===== config.mk =====
export PLATFORM = sky130hd
export DESIGN_NAME = uart_frame_rx
export DESIGN_NICKNAME = d
export VERILOG_FILES = /design/src/rtl/uart_frame_rx_pkg.sv /design/src/rtl/uart_frame_rx_frame_buf.sv /design/src/rtl/uart_frame_rx.sv
export SDC_FILE = /design/constraint.sdc
export NUM_CORES = 1
export LEC_CHECK = 0
export BUFFER_PORTS_ARGS = -buffer_cell sky130_fd_sc_hd__buf_4
export CORE_MARGIN = 2
export CORE_UTILIZATION = 50
export CTS_CLUSTER_SIZE = 40
export DETAILED_ROUTE_END_ITERATION = 10
export PLACE_DENSITY = 0.77
export SLEW_MARGIN = 0
export SYNTH_ARGS = -nofsm -noshare
export SYNTH_HDL_FRONTEND = slang
export SYNTH_SLANG_ARGS = --single-unit

===== constraint.sdc =====
create_clock -name CLK -period 6.9 [get_ports CLK]
set_input_delay 2.07 -clock CLK [delete_from_list [all_inputs] [get_ports CLK]]
set_output_delay 2.07 -clock CLK [all_outputs]
set_load 0.1 [all_outputs]

===== src/rtl/uart_frame_rx_pkg.sv =====
`default_nettype none
// ============================================================================
// Module   : uart_frame_rx_pkg
// Brief    : Shared state/error encodings and helpers for the UART frame
//            receiver (SYNC, CMD, LEN, payload, CHK framing).
// Revision : 1.0 - initial release
// ============================================================================
package uart_frame_rx_pkg;

  // Parser states, one per framing field plus the delivery phase.
  typedef enum logic [2:0] {
    ST_SYNC = 3'd0,
    ST_CMD  = 3'd1,
    ST_LEN  = 3'd2,
    ST_DATA = 3'd3,
    ST_CHK  = 3'd4,
    ST_OUT  = 3'd5
  } state_e;

  // Reasons a frame is dropped; reported on err_code.
  typedef enum logic [1:0] {
    ERR_NONE    = 2'd0,
    ERR_LEN     = 2'd1,
    ERR_CHK     = 2'd2,
    ERR_TIMEOUT = 2'd3
  } err_e;

  localparam logic [7:0] DEFAULT_SYNC_BYTE = 8'hA5;

  // Bits needed to index 0..depth-1, never less than one.
  function automatic int unsigned idx_width(input int unsigned depth);
    return (depth > 1) ? $clog2(depth) : 1;
  endfunction

endpackage
`default_nettype wire


===== src/rtl/uart_frame_rx_frame_buf.sv =====
`default_nettype none
// ============================================================================
// Module   : frame_buf
// Brief    : Payload buffer: DEPTH x 8 register file, one synchronous write
//            port and one asynchronous read port. Contents are not reset.
// Revision : 1.0 - initial release
// ============================================================================
module frame_buf
  import uart_frame_rx_pkg::*;
#(
  parameter int unsigned DEPTH = 16,
  parameter int unsigned AW    = idx_width(DEPTH)
) (
  input  logic          clk_i,
  input  logic          we_i,
  input  logic [AW-1:0] waddr_i,
  input  logic [7:0]    wdata_i,
  input  logic [AW-1:0] raddr_i,
  output logic [7:0]    rdata_o
);

  logic [7:0] mem_q [DEPTH];

  // Store one payload byte per write strobe.
  always_ff @(posedge clk_i) begin
    if (we_i) begin
      mem_q[waddr_i] <= wdata_i;
    end
  end

  assign rdata_o = mem_q[raddr_i];

endmodule
`default_nettype wire


===== src/rtl/uart_frame_rx.sv =====
`default_nettype none
// ============================================================================
// Module   : uart_frame_rx
// Brief    : Pops bytes from a first-word-fall-through UART RX FIFO, parses
//            SYNC/CMD/LEN/payload/CHK frames, buffers the payload and
//            forwards only checksum-clean payloads on a valid/ready stream.
// Revision : 1.0 - initial release
// ============================================================================
module uart_frame_rx
  import uart_frame_rx_pkg::*;
#(
  parameter int unsigned MAX_LEN        = 16,
  parameter logic [7:0]  SYNC_BYTE      = DEFAULT_SYNC_BYTE,
  parameter int unsigned TIMEOUT_CYCLES = 1000000
) (
  input  logic       CLK,
  input  logic       RST,
  input  logic       receivable,
  input  logic [7:0] recv_data,
  output logic       recv_flag,
  output logic       out_valid,
  input  logic       out_ready,
  output logic [7:0] out_data,
  output logic [7:0] out_cmd,
  output logic       out_last,
  output logic       err_pulse,
  output logic [1:0] err_code,
  output logic [7:0] err_count
);

  localparam int unsigned IW        = idx_width(MAX_LEN);
  localparam int unsigned TW        = idx_width(TIMEOUT_CYCLES);
  localparam logic [7:0]  MAX_LEN_B = 8'(MAX_LEN);
  localparam logic [TW-1:0] TMO_LAST = TW'(TIMEOUT_CYCLES - 1);

  state_e        state_q,     state_d;
  logic          recv_flag_q, recv_flag_d;
  logic [7:0]    out_cmd_q,   out_cmd_d;
  logic [7:0]    len_q,       len_d;
  logic [7:0]    chk_q,       chk_d;
  logic [IW-1:0] wr_idx_q,    wr_idx_d;
  logic [IW-1:0] rd_idx_q,    rd_idx_d;
  logic [TW-1:0] tmo_q,       tmo_d;
  logic          err_pulse_q, err_pulse_d;
  err_e          err_code_q,  err_code_d;
  logic [7:0]    err_count_q, err_count_d;

  logic          buf_we;
  logic [7:0]    buf_rdata;
  logic          err_hit;
  err_e          err_hit_code;

  // A byte is taken only on a fresh pulse: the FIFO head is stale for one
  // cycle after recv_flag, and intake is frozen while delivering a payload.
  logic pop;
  assign pop = receivable && !recv_flag_q && (state_q != ST_OUT);

  // Timeout only applies while a frame is partially received, and a byte
  // arriving on the same edge always wins over the timeout.
  logic in_frame;
  logic tmo_hit;
  assign in_frame = (state_q == ST_CMD) || (state_q == ST_LEN) ||
                    (state_q == ST_DATA) || (state_q == ST_CHK);
  assign tmo_hit  = in_frame && !pop && (tmo_q == TMO_LAST);

  frame_buf #(
    .DEPTH (MAX_LEN),
    .AW    (IW)
  ) u_frame_buf (
    .clk_i   (CLK),
    .we_i    (buf_we),
    .waddr_i (wr_idx_q),
    .wdata_i (recv_data),
    .raddr_i (rd_idx_q),
    .rdata_o (buf_rdata)
  );

  // State register and all datapath registers, asynchronously reset.
  always_ff @(posedge CLK or negedge RST) begin
    if (!RST) begin
      state_q     <= ST_SYNC;
      recv_flag_q <= 1'b0;
      out_cmd_q   <= 8'd0;
      len_q       <= 8'd0;
      chk_q       <= 8'd0;
      wr_idx_q    <= '0;
      rd_idx_q    <= '0;
      tmo_q       <= '0;
      err_pulse_q <= 1'b0;
      err_code_q  <= ERR_NONE;
      err_count_q <= 8'd0;
    end else begin
      state_q     <= state_d;
      recv_flag_q <= recv_flag_d;
      out_cmd_q   <= out_cmd_d;
      len_q       <= len_d;
      chk_q       <= chk_d;
      wr_idx_q    <= wr_idx_d;
      rd_idx_q    <= rd_idx_d;
      tmo_q       <= tmo_d;
      err_pulse_q <= err_pulse_d;
      err_code_q  <= err_code_d;
      err_count_q <= err_count_d;
    end
  end

  // Frame parser: next state, checksum, indices, timeout and error reporting.
  always_comb begin
    state_d      = state_q;
    recv_flag_d  = pop;
    out_cmd_d    = out_cmd_q;
    len_d        = len_q;
    chk_d        = chk_q;
    wr_idx_d     = wr_idx_q;
    rd_idx_d     = rd_idx_q;
    tmo_d        = '0;
    err_pulse_d  = 1'b0;
    err_code_d   = err_code_q;
    err_count_d  = err_count_q;
    buf_we       = 1'b0;
    err_hit      = 1'b0;
    err_hit_code = ERR_NONE;

    if (in_frame && !pop) begin
      tmo_d = tmo_q + TW'(1);
    end

    case (state_q)
      ST_SYNC: begin
        if (pop && (recv_data == SYNC_BYTE)) begin
          chk_d   = 8'd0;
          state_d = ST_CMD;
        end
      end
      ST_CMD: begin
        if (pop) begin
          out_cmd_d = recv_data;
          chk_d     = recv_data;
          state_d   = ST_LEN;
        end
      end
      ST_LEN: begin
        if (pop) begin
          if ((recv_data == 8'd0) || (recv_data > MAX_LEN_B)) begin
            err_hit      = 1'b1;
            err_hit_code = ERR_LEN;
            state_d      = ST_SYNC;
          end else begin
            len_d    = recv_data;
            chk_d    = chk_q ^ recv_data;
            wr_idx_d = '0;
            state_d  = ST_DATA;
          end
        end
      end
      ST_DATA: begin
        if (pop) begin
          buf_we   = 1'b1;
          chk_d    = chk_q ^ recv_data;
          wr_idx_d = wr_idx_q + IW'(1);
          if (8'(wr_idx_q) == (len_q - 8'd1)) begin
            state_d = ST_CHK;
          end
        end
      end
      ST_CHK: begin
        if (pop) begin
          if (recv_data == chk_q) begin
            rd_idx_d = '0;
            state_d  = ST_OUT;
          end else begin
            err_hit      = 1'b1;
            err_hit_code = ERR_CHK;
            state_d      = ST_SYNC;
          end
        end
      end
      ST_OUT: begin
        if (out_ready) begin
          if (out_last) begin
            state_d = ST_SYNC;
          end else begin
            rd_idx_d = rd_idx_q + IW'(1);
          end
        end
      end
      default: begin
        state_d = ST_SYNC;
      end
    endcase

    if (tmo_hit) begin
      err_hit      = 1'b1;
      err_hit_code = ERR_TIMEOUT;
      state_d      = ST_SYNC;
    end

    if (err_hit) begin
      err_pulse_d = 1'b1;
      err_code_d  = err_hit_code;
      if (err_count_q != 8'hFF) begin
        err_count_d = err_count_q + 8'd1;
      end
    end
  end

  assign recv_flag = recv_flag_q;
  assign out_valid = (state_q == ST_OUT);
  assign out_data  = out_valid ? buf_rdata : 8'd0;
  assign out_last  = out_valid && (8'(rd_idx_q) == (len_q - 8'd1));
  assign out_cmd   = out_cmd_q;
  assign err_pulse = err_pulse_q;
  assign err_code  = err_code_q;
  assign err_count = err_count_q;

endmodule
`default_nettype wire


==> results of run 1 <==
routing by layer:
metal	vias to the layer above	GRT usage	wire, µm
met5	-	0	0
met1	2677	0.281	7620
li1	2287	-	-
met3	31	0.0418	1130
met4	0	0.0804	420
met2	201	0.349	9230
sequential cells by signal, indices dropped and copies added (netlist names), 2 cells and up:
signal	count
tmo_q	20
rd_idx_q	4
chk_q	8
out_cmd	8
state_q	3
wr_idx_q	4
u_frame_buf.mem_q	128
len_q	8
err_count	8
err_code	2
logic make-up after synthesis:
logic type,share of synthesized area
flops,0.630
fa+ha+maj,0.0114
xor+xnor,0.0438
compound gates,0.0604
buf+inv,0.0246
mux,0.132
simple gates,0.0979
area by class of cell:
cell class              count  area [µm²]
clock buffers              18         429
clock inverters            14         161
fillers                  1273        7390
inverters                  16        60.1
multi-input cells         335        3030
flip-flops and latches    195        5520
well taps                 225         282
repair buffers             49         368
final timing paths:
path | from | to | cells after the start
worst max-delay path | rd_idx_q[0] | out_data[6] | 5
worst min-delay path | len_q[7] | len_q[7] | 1
worst max register to register | state_q[2] | u_frame_buf.mem_q[6][3] | 5
worst min register to register | len_q[7] | len_q[7] | 1
max in group asynchronous | RST | rd_idx_q[0] | 1
min in group asynchronous | RST | err_count[5] | 1
Yosys cell counts, types with 5 or more instances:
library cell	instances
edfxtp_1	128
dfrtp_1	67
mux4_2	40
nor2_1	40
nand2_1	23
and2_1	22
nand3_1	19
xor2_1	19
xnor2_1	17
inv_1	16
clkbuf_1	15
mux2_2	15
nand4_1	12
nor4_1	11
a21o_1	9
ha_1	8
nor3_1	8
o21ai_0	7
o21bai_1	7
o41a_1	7
mux2i_1	6
a21oi_1	5
buf_2	5
where the power goes:
| group | switching (W) | internal, W | total (W) |
|---|---|---|---|
| clock | 0.000457 | 0.000516 | 0.000973 |
| combinational | 0.000171 | 0.0000569 | 0.000228 |
| sequential | 0.0000260 | 0.00126 | 0.00129 |
worst reg2reg max path: cells and delay by family (launching register included):
kind	cells	cell delay, ns
AND/OR/NAND/NOR	5	2.06
flip-flops	1	0.58
stage by stage:
step / std cells / instance area [µm²] / setup slack, ns
floorplan: 576 / 8760 / 1.29
global placement: 820 / 9260 / 2.15
detailed placement: 820 / 9260 / 2.13
CTS: 852 / 9850 / 1.66
global route: 852 / 9850 / 1.53
finish: 852 / 9850 / 1.72
==> results by group, run 1 <==
Run
  – Max-cap check violation count: 0

Clock tree
  – Root buf cell: clkbuf_16
  – Worst skew pair latency: 0.44 ns
  – Max H-tree Level: 4
  – Clk sinks: 195
  – Clock-pin slew on the worst setup and hold paths: 0.07 ns
  – TritonCTS Buffers: 17
  – Clock tree buffer depth: 2
  – Post_cts resized: 0
  – Hold Buf Count CTS: 0
  – CTS tree: built
  – Post-CTS setup buffer count: 0

Critical path
  – Crit end category: output port
  – Critical path data required time: 4.83 ns
  – Max Fanout on Critical Path: 21
  – CP arrival: 3.11 ns
  – Slowest cell on crit path: dfrtp_2
  – CP max stage delay: 0.74 ns
  – Element type at the critical path start: flip-flop
  – Flop2flop setup slack: 3.90 ns
  – CP cell instances: buf_4 -> mux4_2 -> mux4_2 -> and2_1 -> buf_4
  – WP buf/inv: 2
  – Delay-heaviest family, CP: multiplexers
  – Crit Path Category: flip-flop to output port

Synthesis
  – Post-synthesis async set-or-reset flop share: 0.344
  – Synthesized net count: 596
  – Top cells by area, synth: edfxtp_1, dfrtp_1, mux4_2, mux2_2, xor2_1
  – Cell count after synthesis: 576
  – Sequential share of the synthesized area: 0.630
  – Dominant synthesized flop cell: edfxtp_1
  – Yosys reg bits: 195
  – Synthesized area: 8760 µm²
  – Mean Syn Cell Area: 15.2 µm²
  – Yosys warning total: 0
  – Netlist cell types: 64
  – Share of the synthesized area in the top cell type: 0.439
  – Post-synth EDFFs: 128
  – Yosys top cell by area: edfxtp_1

Cells and area
  – Layout cells sized above 1: 0.238
  – Most common cell after layout, fill and taps aside: edfxtp_1
  – Layout net count: 634
  – Final core occ: 0.571
  – Synth-to-layout area growth: 12.4%
  – Commonest cells after routing, fill and taps aside: edfxtp_1, dfrtp_1, buf_4, nor2_1, mux4_2
  – Number of diodes: 0

Timing
  – Worst clock skew: 0.0128 ns
  – Rel. slew slack: 0.253
  – Worst hold margin: 0.491 ns
  – Fmax: 193 MHz
  – RSZ-0062 raised after global routing: no
  – Setup Viol. Count Final: 0
  – Crit share post-route: 0.750
  – Fin crit period: 5.18 ns
  – Hold Fails Final Rpt: 0
  – Pins Over Slew Limit: 0
  – Setup TNS: 0 ns
  – Worst-margin pin slew: 1.12 ns

Die
  – Vert. Die Dim: 136 µm
  – Core area: 17200 µm²
  – DIE AREA: 18600 µm²
  – Die width: 136 µm
  – Boundary Pins: 42
  – Initial Util: 0.508
  – Std-Cell Rows: 48

Pwr
  – PwrDens: 253 nW/µm²
  – Peak VDD IR: 0.200 mV
  – Total power: 0.00249 W
  – Lkg Pwr: 3.64 nW

Placement
  – Detailed placement HPWL: 11400 µm
  – PortBufs: 41
  – GP Congestion: 0.805

Global routing
  – Vias in the first global route: 5242
  – Gr usage total: 0.212
  – Largest net degree at the start of global routing: 68
  – First-pass GRT wire length: 29100 µm
  – Initial antenna violation count: 0
  – Overflow after GRT: 0

Detailed routing
  – Iteration count of the initial detailed-routing pass: 5
  – DRC: 0
  – Via Count: 5196
  – Antenna-violating nets left: 0
  – Vias/cell: 6.10
  – Initial DRC count: 562
  – Wire length per cell: 21.6 µm
  – Total routed wirelength: 18400 µm

Outcome
  – Status: finished, final reports clean

Hold path
  – Min-delay worst type: flip-flop to flip-flop
(Power assumes the default switching activity.)
==> run 2, diff against run 1 <==
==> constraint.sdc (replaced) <==
create_clock -name CLK -period 5.3 [get_ports CLK]
set_input_delay 1.59 -clock CLK [delete_from_list [all_inputs] [get_ports CLK]]
set_output_delay 1.59 -clock CLK [all_outputs]
set_load 0.1 [all_outputs]
==> results by group, run 2 (synthesis results as in run 1) <==
Outcome
  – Status: finished, final reports clean

Global routing
  – Largest net degree at the start of global routing: 68
  – Vias in the first global route: 5078
  – Initial antenna violation count: 0
  – Gr usage total: 0.206
  – First-pass GRT wire length: 28300 µm
  – Overflow after GRT: 0

Detailed routing
  – DRC: 0
  – Via Count: 5105
  – Wire length per cell: 20.9 µm
  – Initial DRC count: 472
  – Iteration count of the initial detailed-routing pass: 4
  – Antenna-violating nets left: 0
  – Vias/cell: 5.99
  – Total routed wirelength: 17800 µm

Clock tree
  – Max H-tree Level: 4
  – Post-CTS setup buffer count: 0
  – Hold Buf Count CTS: 0
  – Clock tree buffer depth: 2
  – CTS tree: built
  – Clk sinks: 195
  – TritonCTS Buffers: 17
  – Worst skew pair latency: 0.44 ns
  – Root buf cell: clkbuf_16
  – Clock-pin slew on the worst setup and hold paths: 0.07 ns
  – Post_cts resized: 0

Cells and area
  – Most common cell after layout, fill and taps aside: edfxtp_1
  – Max reg flops: 128
  – Biggest regs: u_frame_buf.mem_q (128), tmo_q (20)
  – Post-route cell area: 9890 µm²
  – Number of diodes: 0
  – Fillcell total: 1270
  – Reg with most FFs: u_frame_buf.mem_q
  – Commonest cells after routing, fill and taps aside: edfxtp_1, dfrtp_1, buf_4, nor2_1, mux4_2
  – Synth-to-layout area growth: 12.9%
  – Layout net count: 634
  – Layout cells sized above 1: 0.239

Hold path
  – Min-delay worst type: flip-flop to flip-flop

Timing
  – RSZ-0062 raised after global routing: no
  – Crit share post-route: 0.855
  – Setup TNS: 0 ns
  – Rel. slew slack: 0.407
  – Hold Fails Final Rpt: 0
  – Fin crit period: 4.53 ns
  – Worst clock skew: 0.0108 ns
  – Pins Over Slew Limit: 0
  – Setup Viol. Count Final: 0
  – Worst-margin pin slew: 0.886 ns
  – Fmax: 221 MHz

Die
  – Die width: 136 µm
  – Std-Cell Rows: 48
  – Vert. Die Dim: 136 µm
  – Core area: 17200 µm²
  – Boundary Pins: 42
  – Initial Util: 0.508
  – DIE AREA: 18600 µm²

Critical path
  – Crit Path Category: flip-flop to output port
  – Max Fanout on Critical Path: 20
  – Element type at the critical path start: flip-flop
  – Crit end category: output port
  – CP arrival: 2.94 ns
  – Critical path data required time: 3.71 ns

Run
  – Max-cap check violation count: 0

Pwr
  – Lkg Pwr: 3.65 nW
  – PwrDens: 334 nW/µm²
  – Peak VDD IR: 0.197 mV

Placement
  – Area post-placement: 9270 µm²
  – Detailed placement HPWL: 11700 µm
  – PortBufs: 41
  – GP Congestion: 0.804
[run 2: cell types whose count changed in the layout (fill, tap and decap cells not counted)]
cell | before | now
buf_12 | 0 | 1
buf_4 | 49 | 48
bufinv_16 | 1 | 2
clkinv_1 | 1 | 0
clkinv_2 | 0 | 1
clkinv_4 | 4 | 1
clkinv_8 | 2 | 4
clkinvlp_4 | 0 | 1
inv_6 | 3 | 4
inv_8 | 3 | 1
[run 2: final cells by class]
| class | instances | area [µm²] | share of cell area |
|---|---|---|---|
| Sequential cell | 195 | 5520 | 0.558 |
| Multi-Input combinational cell | 335 | 3030 | 0.306 |
| Clock buffer | 18 | 429 | 0.0434 |
| Timing Repair Buffer | 49 | 380 | 0.0384 |
| Tap cell | 225 | 282 | 0.0285 |
| Clock inverter | 14 | 193 | 0.0195 |
| Inverter | 16 | 60.1 | 0.00607 |
[run 2: final timing paths]
path | cells past startpoint | slack, ns | startpoint | endpoint
worst max-delay path | 5 | 0.77 | rd_idx_q[0] | out_data[3]
worst min-delay path | 1 | 0.48 | len_q[6] | len_q[6]
worst max register to register | 5 | 2.43 | state_q[2] | u_frame_buf.mem_q[4][0]
worst min register to register | 1 | 0.48 | len_q[6] | len_q[6]
max in group asynchronous | 1 | 3.46 | RST | rd_idx_q[0]
min in group asynchronous | 1 | 1.25 | RST | err_count[5]
[run 2: per-stage QoR]
stage / util / setup slack, ns / power, W / std cells / hold WS, ns
global route: 0.574 / 0.621 / 0.00340 / 852 / 0.512
floorplan: - / 0.167 / 0.00192 / 576 / 0.444
detailed placement: 0.538 / 1.23 / 0.00201 / 820 / 0.463
finish: 0.574 / 0.770 / 0.00330 / 852 / 0.479
CTS: 0.574 / 0.729 / 0.00332 / 852 / 0.485
global placement: 0.538 / 1.26 / 0.00200 / 820 / 0.464
[run 2: power breakdown]
| group | internal [W] | total [W] | switching (W) |
|---|---|---|---|
| logic | 0.0000741 | 0.000298 | 0.000224 |
| registers | 0.00165 | 0.00168 | 0.0000363 |
| clock network | 0.000720 | 0.00132 | 0.000603 |
[run 2: worst max-delay path: stages, from the launching register on]
cell     delay, ns
dfrtp_2       0.78
buf_12        0.27
mux4_2        0.54
mux4_2        0.47
and2_1        0.19
buf_4         0.23
[run 2: layer usage]
layer / vias to the layer above / track usage / share of wire
li1: 2292 / - / -
met1: 2609 / 0.296 / 0.45
met2: 182 / 0.318 / 0.48
met3: 22 / 0.0406 / 0.059
met4: 0 / 0.0677 / 0.014
met5: - / 0 / 0
